`src/rtl/ps2_key_sender.sv`:
```
// ps2_key_sender: PS/2 device-side transmitter. Accepts key events on a
// valid/ready handshake and serialises them as 1..3 scancode frames
// (optional E0, optional F0, code) on ps2clk/ps2data.
// Optional feature macro: PS2_KEY_SENDER_BREAK_EN. When it is defined,
// key_break inserts the F0 prefix; when it is not, break events are
// accepted and silently discarded.
module ps2_key_sender #(
  parameter int clk_mhz    = 25,
  parameter int quarter_us = 20
) (
  input  logic       clk,
  input  logic       reset,
  input  logic       key_valid,
  output logic       key_ready,
  input  logic [7:0] key_code,
  input  logic       key_ext,
  input  logic       key_break,
  output logic       ps2clk,
  output logic       ps2data,
  output logic       busy
);

  // Cycles per quarter bit period.
  localparam int Q  = clk_mhz * quarter_us;
  localparam int QW = (Q > 1) ? $clog2(Q) : 1;

`ifdef PS2_KEY_SENDER_BREAK_EN
  localparam bit break_en = 1'b1;
`else
  localparam bit break_en = 1'b0;
`endif

  typedef enum logic [1:0] {
    S_IDLE,
    S_FRAME,
    S_GAP
  } state_t;

  state_t          state, state_n;
  logic [QW-1:0]   qcnt, qcnt_n;
  logic [1:0]      quarter, quarter_n;
  logic [3:0]      bit_idx, bit_idx_n;
  logic [7:0]      cur_byte, cur_byte_n;
  logic [7:0]      code_q, code_q_n;
  logic            pend_f0, pend_f0_n;
  logic            pend_code, pend_code_n;
  logic            key_ready_n, busy_n, ps2clk_n, ps2data_n;
  logic            accept, drop_break, q_last;

  assign accept     = (state == S_IDLE) && key_ready && key_valid;
  assign drop_break = key_break && !break_en;
  assign q_last     = (qcnt == QW'(Q - 1));

  // Line level for bit position idx of the frame carrying byte b.
  function automatic logic frame_bit(input logic [7:0] b, input logic [3:0] idx);
    logic [2:0] sel;
    sel = 3'(idx - 4'd1);
    case (idx)
      4'd0:    return 1'b0;
      4'd9:    return ~^b;
      4'd10:   return 1'b1;
      default: return (idx <= 4'd8) ? b[sel] : 1'b1;
    endcase
  endfunction

  // Next-state and next-output logic; outputs are computed from the next
  // state so that the registered lines change on the same edge as the FSM.
  always_comb begin
    // NOTE: every signal gets a default before the case so no path leaves
    // one unassigned, which would otherwise infer a latch.
    state_n     = state;
    qcnt_n      = qcnt;
    quarter_n   = quarter;
    bit_idx_n   = bit_idx;
    cur_byte_n  = cur_byte;
    code_q_n    = code_q;
    pend_f0_n   = pend_f0;
    pend_code_n = pend_code;
    key_ready_n = key_ready;
    busy_n      = busy;

    case (state)
      S_IDLE: begin
        key_ready_n = 1'b1;
        busy_n      = 1'b0;
        if (accept) begin
          // Ready drops for one cycle on every acceptance, even a discarded one.
          key_ready_n = 1'b0;
          if (!drop_break) begin
            state_n   = S_FRAME;
            qcnt_n    = '0;
            quarter_n = '0;
            bit_idx_n = '0;
            busy_n    = 1'b1;
            code_q_n  = key_code;
            if (key_ext) begin
              cur_byte_n  = 8'hE0;
              pend_f0_n   = key_break;
              pend_code_n = 1'b1;
            end else if (key_break) begin
              cur_byte_n  = 8'hF0;
              pend_f0_n   = 1'b0;
              pend_code_n = 1'b1;
            end else begin
              cur_byte_n  = key_code;
              pend_f0_n   = 1'b0;
              pend_code_n = 1'b0;
            end
          end
        end
      end

      S_FRAME: begin
        qcnt_n = qcnt + QW'(1);
        if (q_last) begin
          qcnt_n    = '0;
          quarter_n = quarter + 2'd1;
          if (quarter == 2'd3) begin
            if (bit_idx == 4'd10) begin
              state_n   = S_GAP;
              bit_idx_n = '0;
            end else begin
              bit_idx_n = bit_idx + 4'd1;
            end
          end
        end
      end

      S_GAP: begin
        qcnt_n = qcnt + QW'(1);
        if (q_last) begin
          qcnt_n    = '0;
          quarter_n = quarter + 2'd1;
          if (quarter == 2'd3) begin
            if (pend_f0) begin
              state_n    = S_FRAME;
              cur_byte_n = 8'hF0;
              pend_f0_n  = 1'b0;
            end else if (pend_code) begin
              state_n     = S_FRAME;
              cur_byte_n  = code_q;
              pend_code_n = 1'b0;
            end else begin
              state_n     = S_IDLE;
              key_ready_n = 1'b1;
              busy_n      = 1'b0;
            end
          end
        end
      end

      default: state_n = S_IDLE;
    endcase

    // Clock high in quarters 0-1, low in 2-3; data follows the bit index.
    ps2clk_n  = (state_n == S_FRAME) ? ~quarter_n[1] : 1'b1;
    ps2data_n = (state_n == S_FRAME) ? frame_bit(cur_byte_n, bit_idx_n) : 1'b1;
  end

  // State and output registers with synchronous reset; reset aborts any frame.
  always_ff @(posedge clk) begin
    // NOTE: non-blocking assignments keep every register updating from the
    // pre-edge values, independent of statement order.
    if (reset) begin
      state     <= S_IDLE;
      qcnt      <= '0;
      quarter   <= '0;
      bit_idx   <= '0;
      cur_byte  <= '0;
      code_q    <= '0;
      pend_f0   <= 1'b0;
      pend_code <= 1'b0;
      key_ready <= 1'b0;
      busy      <= 1'b0;
      ps2clk    <= 1'b1;
      ps2data   <= 1'b1;
    end else begin
      state     <= state_n;
      qcnt      <= qcnt_n;
      quarter   <= quarter_n;
      bit_idx   <= bit_idx_n;
      cur_byte  <= cur_byte_n;
      code_q    <= code_q_n;
      pend_f0   <= pend_f0_n;
      pend_code <= pend_code_n;
      key_ready <= key_ready_n;
      busy      <= busy_n;
      ps2clk    <= ps2clk_n;
      ps2data   <= ps2data_n;
    end
  end

endmodule

```
`config.mk`:
```
export PLATFORM = sky130hd
export DESIGN_NAME = ps2_key_sender
export DESIGN_NICKNAME = d
export VERILOG_FILES = /design/src/rtl/ps2_key_sender.sv
export SDC_FILE = /design/constraint.sdc
export NUM_CORES = 1
export LEC_CHECK = 0
export CAP_MARGIN = 20
export CORE_MARGIN = 3
export CORE_UTILIZATION = 55
export DETAILED_ROUTE_END_ITERATION = 8
export DONT_BUFFER_PORTS = 1
export HOLD_SLACK_MARGIN = 0.1
export PLACE_DENSITY = 0.7
export SLEW_MARGIN = 20
export SYNTH_ARGS = -nofsm -noshare
export SYNTH_HDL_FRONTEND = slang
export SYNTH_SLANG_ARGS = --single-unit
```
`constraint.sdc`:
```
create_clock -name clk -period 4.2 [get_ports clk]
set_input_delay 0.84 -clock clk [delete_from_list [all_inputs] [get_ports clk]]
set_output_delay 0.84 -clock clk [all_outputs]
set_load 0.03 [all_outputs]
```
# After elaboration in Yosys (flattened, before gate mapping)
# Index checks and enable logic that the tools add are counted.
# totals
reg_bits	39
latchBits	0
mem_bits_rw	0
mem_bits_ro	0
in_bits	13
out_inout_bits	4
elab_cells	113
mem_count	0
# classes
n_addsub	4
n_mul	0
div	0
magnitude_cmp	2
n_eq_ne	15
shift	0
muxes	61
n_bitwise	3
reduce_logical	15
# ops
cell	n
$mux 8	7
$mux 9	3
$mux 1	25
$mux 2	10
$mux 4	5
$pmux 9 s2	1
$pmux 8 s2	1
$eq 4x4->1 const B	3
$ne 2x2->1 const B	6
$reduce_and 5->1	2
$add 9x1->9 const B	1
$eq 9x9->1 const B	1
$pmux 1 s2	4
$pmux 4 s2	1
$reduce_xnor 8->1	1
$pmux 2 s3	1
$reduce_and 3->1	2
$reduce_and 6->1	1
$add 4x1->4 const B	1
$eq 2x1->1 const B	2
$eq 2x2->1 const B	2
$le 4x4->1 const B	1
$logic_not 4->1	1
$lt 3x4->1 const B	1
other kinds (12)	17

# Logic depth before layout (Yosys ltp)
# depth
depth_word	10
depth_mapped	14
depth_no_buf	14

# Worst setup path before layout
# No wires, ideal clock.
# synth_timing
kind	input to register
startpoint	in key_break
endpoint	reg ps2data
setup_ps	84
arrival_ps	2919
required_ps	4116
slack_ps	1197
cell_stages	10
n_path_buf	1
cell_sequence	nand3b_1 -> clkbuf_1 -> nor2_1 -> a21oi_1 -> a21oi_1 -> ha_1 -> mux4_2 -> or3_1 -> o311a_1 -> o221ai_1
# synth_via
elab_chain_cells	8
elab_cells_between_ends	22
cone_classes	1 x add/sub; 1 x order compare; 3 x eq/ne; 13 x mux; 1 x bitwise; 3 x reduce/logical
# synth_lines
item	line_no	rtl
from (decl)	17	input logic key_break,
$mux 4	89	if (!drop_break) begin
$mux 4	86	if (accept) begin
$pmux 4 s2	82	case (state)
$sub 3x1->3	57	sel = 3'(idx - 4'd1);
$bmux 1 s3	62	default: return (idx <= 4'd8) ? b[sel] : 1'b1;
$mux 1 (implied by the code)	62	
$mux 1	62	
$pmux 1 s3	58	case (idx)
to (signal assigned)	189	ps2data <= ps2data_n;
to (decl)	19	output logic ps2data,
# Parallel ways exist; a longest one is shown, timed or not. The select of a mux whose other input is x is not followed.
# A chain may end at the register's enable or synchronous reset.

# Worst setup path in the final report
# layout_timing
startpoint	reg state[0]
endpoint	reg ps2data
# layout_via
elab_chain_cells	10
elab_cells_between_ends	30
cone_classes	1 x add/sub; 1 x order compare; 5 x eq/ne; 16 x mux; 1 x bitwise; 6 x reduce/logical
# layout_lines
item	line_no	rtl
from (decl)	39	state_t state, state_n;
from (signal assigned)	178	state <= state_n;
$logic_not 2->1	50, 82	
$logic_and 1x1->1 (2 in series)	50	assign accept = (state == S_IDLE) && key_ready && key_valid;
$mux 4	86	
$pmux 4 s2	82	
$sub 3x1->3	57	
$bmux 1 s3	62	
$mux 1 (implied by the code)	62	
$mux 1	62	
$pmux 1 s3	58	
# Parallel ways exist; a longest one is shown, timed or not. The select of a mux whose other input is x is not followed.

==> run metrics <==
outcome=completed; Slew Limit Fails=0; total CTS buffers=5; CTS tree=built; number of library cell types mapped by synthesis=60; DRC=0; Synth area leader=dfxtp_1; crit start category=flip-flop; GRT Total Usage=20.68%; Synth Flop Type=dfxtp_1; crit end category=flip-flop; routed wire length=4782 microns; drt pass-1 iters=4; Initial Util=59.94%; achievable clock frequency=~310 MHz; Max VDD drop=143.6 uV; share of the synthesized area in the top cell type=roughly 33%; final hold slack=0.4513 ns; final setup vio count=0; worst hold path class=flip-flop to flip-flop; CP Class=flip-flop to flip-flop; final net count=294; largest net degree at the start of global routing=30; post-synthesis area per instance=8.430 sq um; commonest non-fill, non-tap cell in the layout=dfxtp_1; EDFF count, synth=0; root buffer cell=clkbuf_8; post-cts resize count=0; Via density=5.928; area of placed instances=~2300 sq um; io pins=17; post-synthesis register bit count=38; pwr dens=298.9 nW/um^2; yosys warns=0; Placer Congestion=a little over 0.8; Critical Path AT=3.44 ns; Core ar.=3854 sq um; CTS H-Tree Depth=2; CTS Buffer Depth=2; asr flop ratio synth=0%; most frequent cells in the layout=dfxtp_1, nand2_1, nor2_1; Antenna Nets Post-Route=0; CTS Hold Bufs=0; Power Total=709.4 uW; Clock Skews=0.005122 ns; global route overflow=0; Synth Cell Area=2310 sq um; Antenna Cells=0; LEAKAGE=between 0.8 and 0.9 nW; postcts setup bufs=0; Port Buffers=0; row count=22; max-cap viol count=0; layout cells sized above 1=11.11%; RSZ-0062 raised after global routing=no; post-route design area=2374 sq um; drt wl/cell=15.04 microns; fin worst setup slack=about 1 ns; Post-Place Setup Slack=about 0.9 ns; Synth Net Count=298; total number of vias=1885; Die W=70.81 microns; die height=70.81 microns; Setup TNS=0 ns; crit path max fanout=17; fin crit share=76.84%; vias in the first global route=1773; sequential share of the synthesized area=32.94%; synthesis-to-finish area growth=2.763%; Worst Tran Pin Value=0.6573 ns; crit path time final=3.227 ns; Die Area=roughly 5000 sq um; Detailed Place HPWL=3346 microns; final hold violation count=0; Synth area leaders=dfxtp_1, ha_1, nand2_1; CTS sink cnt=38; CTS clk-pin slew, worst paths=0.07 ns; Iter 0 DRT Violations=200; initial antenna violation count=0; Required @ worst endpoint=4.41 ns; clk_lat worst skew=just under 0.3 ns; cells after synthesis=274; Rel. slew slack=55.62%; first-pass GRT wire length=between 8000 and 9000 microns
==> stage by stage <==
step,std cells,utilization (%)
after floorplan,274,-
after global placement,311,59.55
after detailed placement,311,59.55
after CTS,318,61.59
after global routing,318,61.59
final,318,61.59
==> flip-flops by register name, indices dropped and copies added (netlist names) <==
signal	flops
busy	1
cur_byte	8
state	2
pend_code	1
ps2data	1
quarter	2
key_ready	1
qcnt	9
code_q	8
bit_idx	4
ps2clk	1
==> worst max-delay path, cell delays in order, from the launching register on <==
cell and delay (ns):
dfxtp_1 0.35, inv_1 0.09, ha_1 0.57, inv_1 0.20
nor2_1 0.18, a21oi_1 0.08, a21oi_1 0.33, ha_1 0.28
mux4_2 0.54, or3_1 0.32, o311a_1 0.13, o221ai_1 0.06
==> power breakdown <==
group	internal [mW]	switching [mW]	leakage [nW]	total, mW
sequential	0.371	0.0120	0.308	0.383
clock	0.111	0.127	0.0438	0.238
combinational	0.0375	0.0514	0.497	0.0889
total	0.519	0.190	0.849	0.709
==> per-layer routing <==
layer / track usage (%) / vias up / part of all wire (%)
li1: - / 960 / -
met1: 30.76 / 866 / 49
met2: 29.04 / 49 / 42
met3: 5.824 / 10 / 7.4
met4: 5.846 / 0 / 1.5
met5: 0 / - / 0
==> layout make-up <==
type	count	area [sq um]
fillers	345	1480
multi-input cells	210	1406
flip-flops and latches	38	760.7
clock buffers	5	68.82
well taps	48	60.06
inverters	12	45.04
repair buffers	3	22.52
clock inverters	2	10.01
==> logic make-up (layout without fill, tap and decap cells) <==
group           after synthesis  after routing  share of synthesized area [%]
simple gates                119            119                          27.79
compound gates               58             58                          17.66
flops                        38             38                          32.94
buf+inv                      26             22                          6.176
xor+xnor                     15             15                          5.688
fa+ha+maj                    11             11                          5.959
mux                           7              7                          3.792
==> cell usage after synthesis, types with 4 or more instances <==
cell type / count
a21oi_1: 21
clkbuf_1: 8
dfxtp_1: 38
nor2_1: 34
ha_1: 11
nand3b_1: 6
nand3_1: 11
inv_1: 11
o21ai_0: 7
xor2_1: 7
nand2_1: 35
xnor2_1: 8
o311ai_0: 5
mux2_2: 4
==> final timing paths <==
check | from | to | slack (ns) | cells after the start
setup / recovery | state[0] | ps2data | 0.97 | 11
hold / removal | code_q[3] | code_q[3] | 0.45 | 2
setup reg to reg | state[0] | ps2data | 0.97 | 11
hold reg to reg | code_q[3] | code_q[3] | 0.45 | 2
Note: power is estimated with default switching activity, not from simulation.
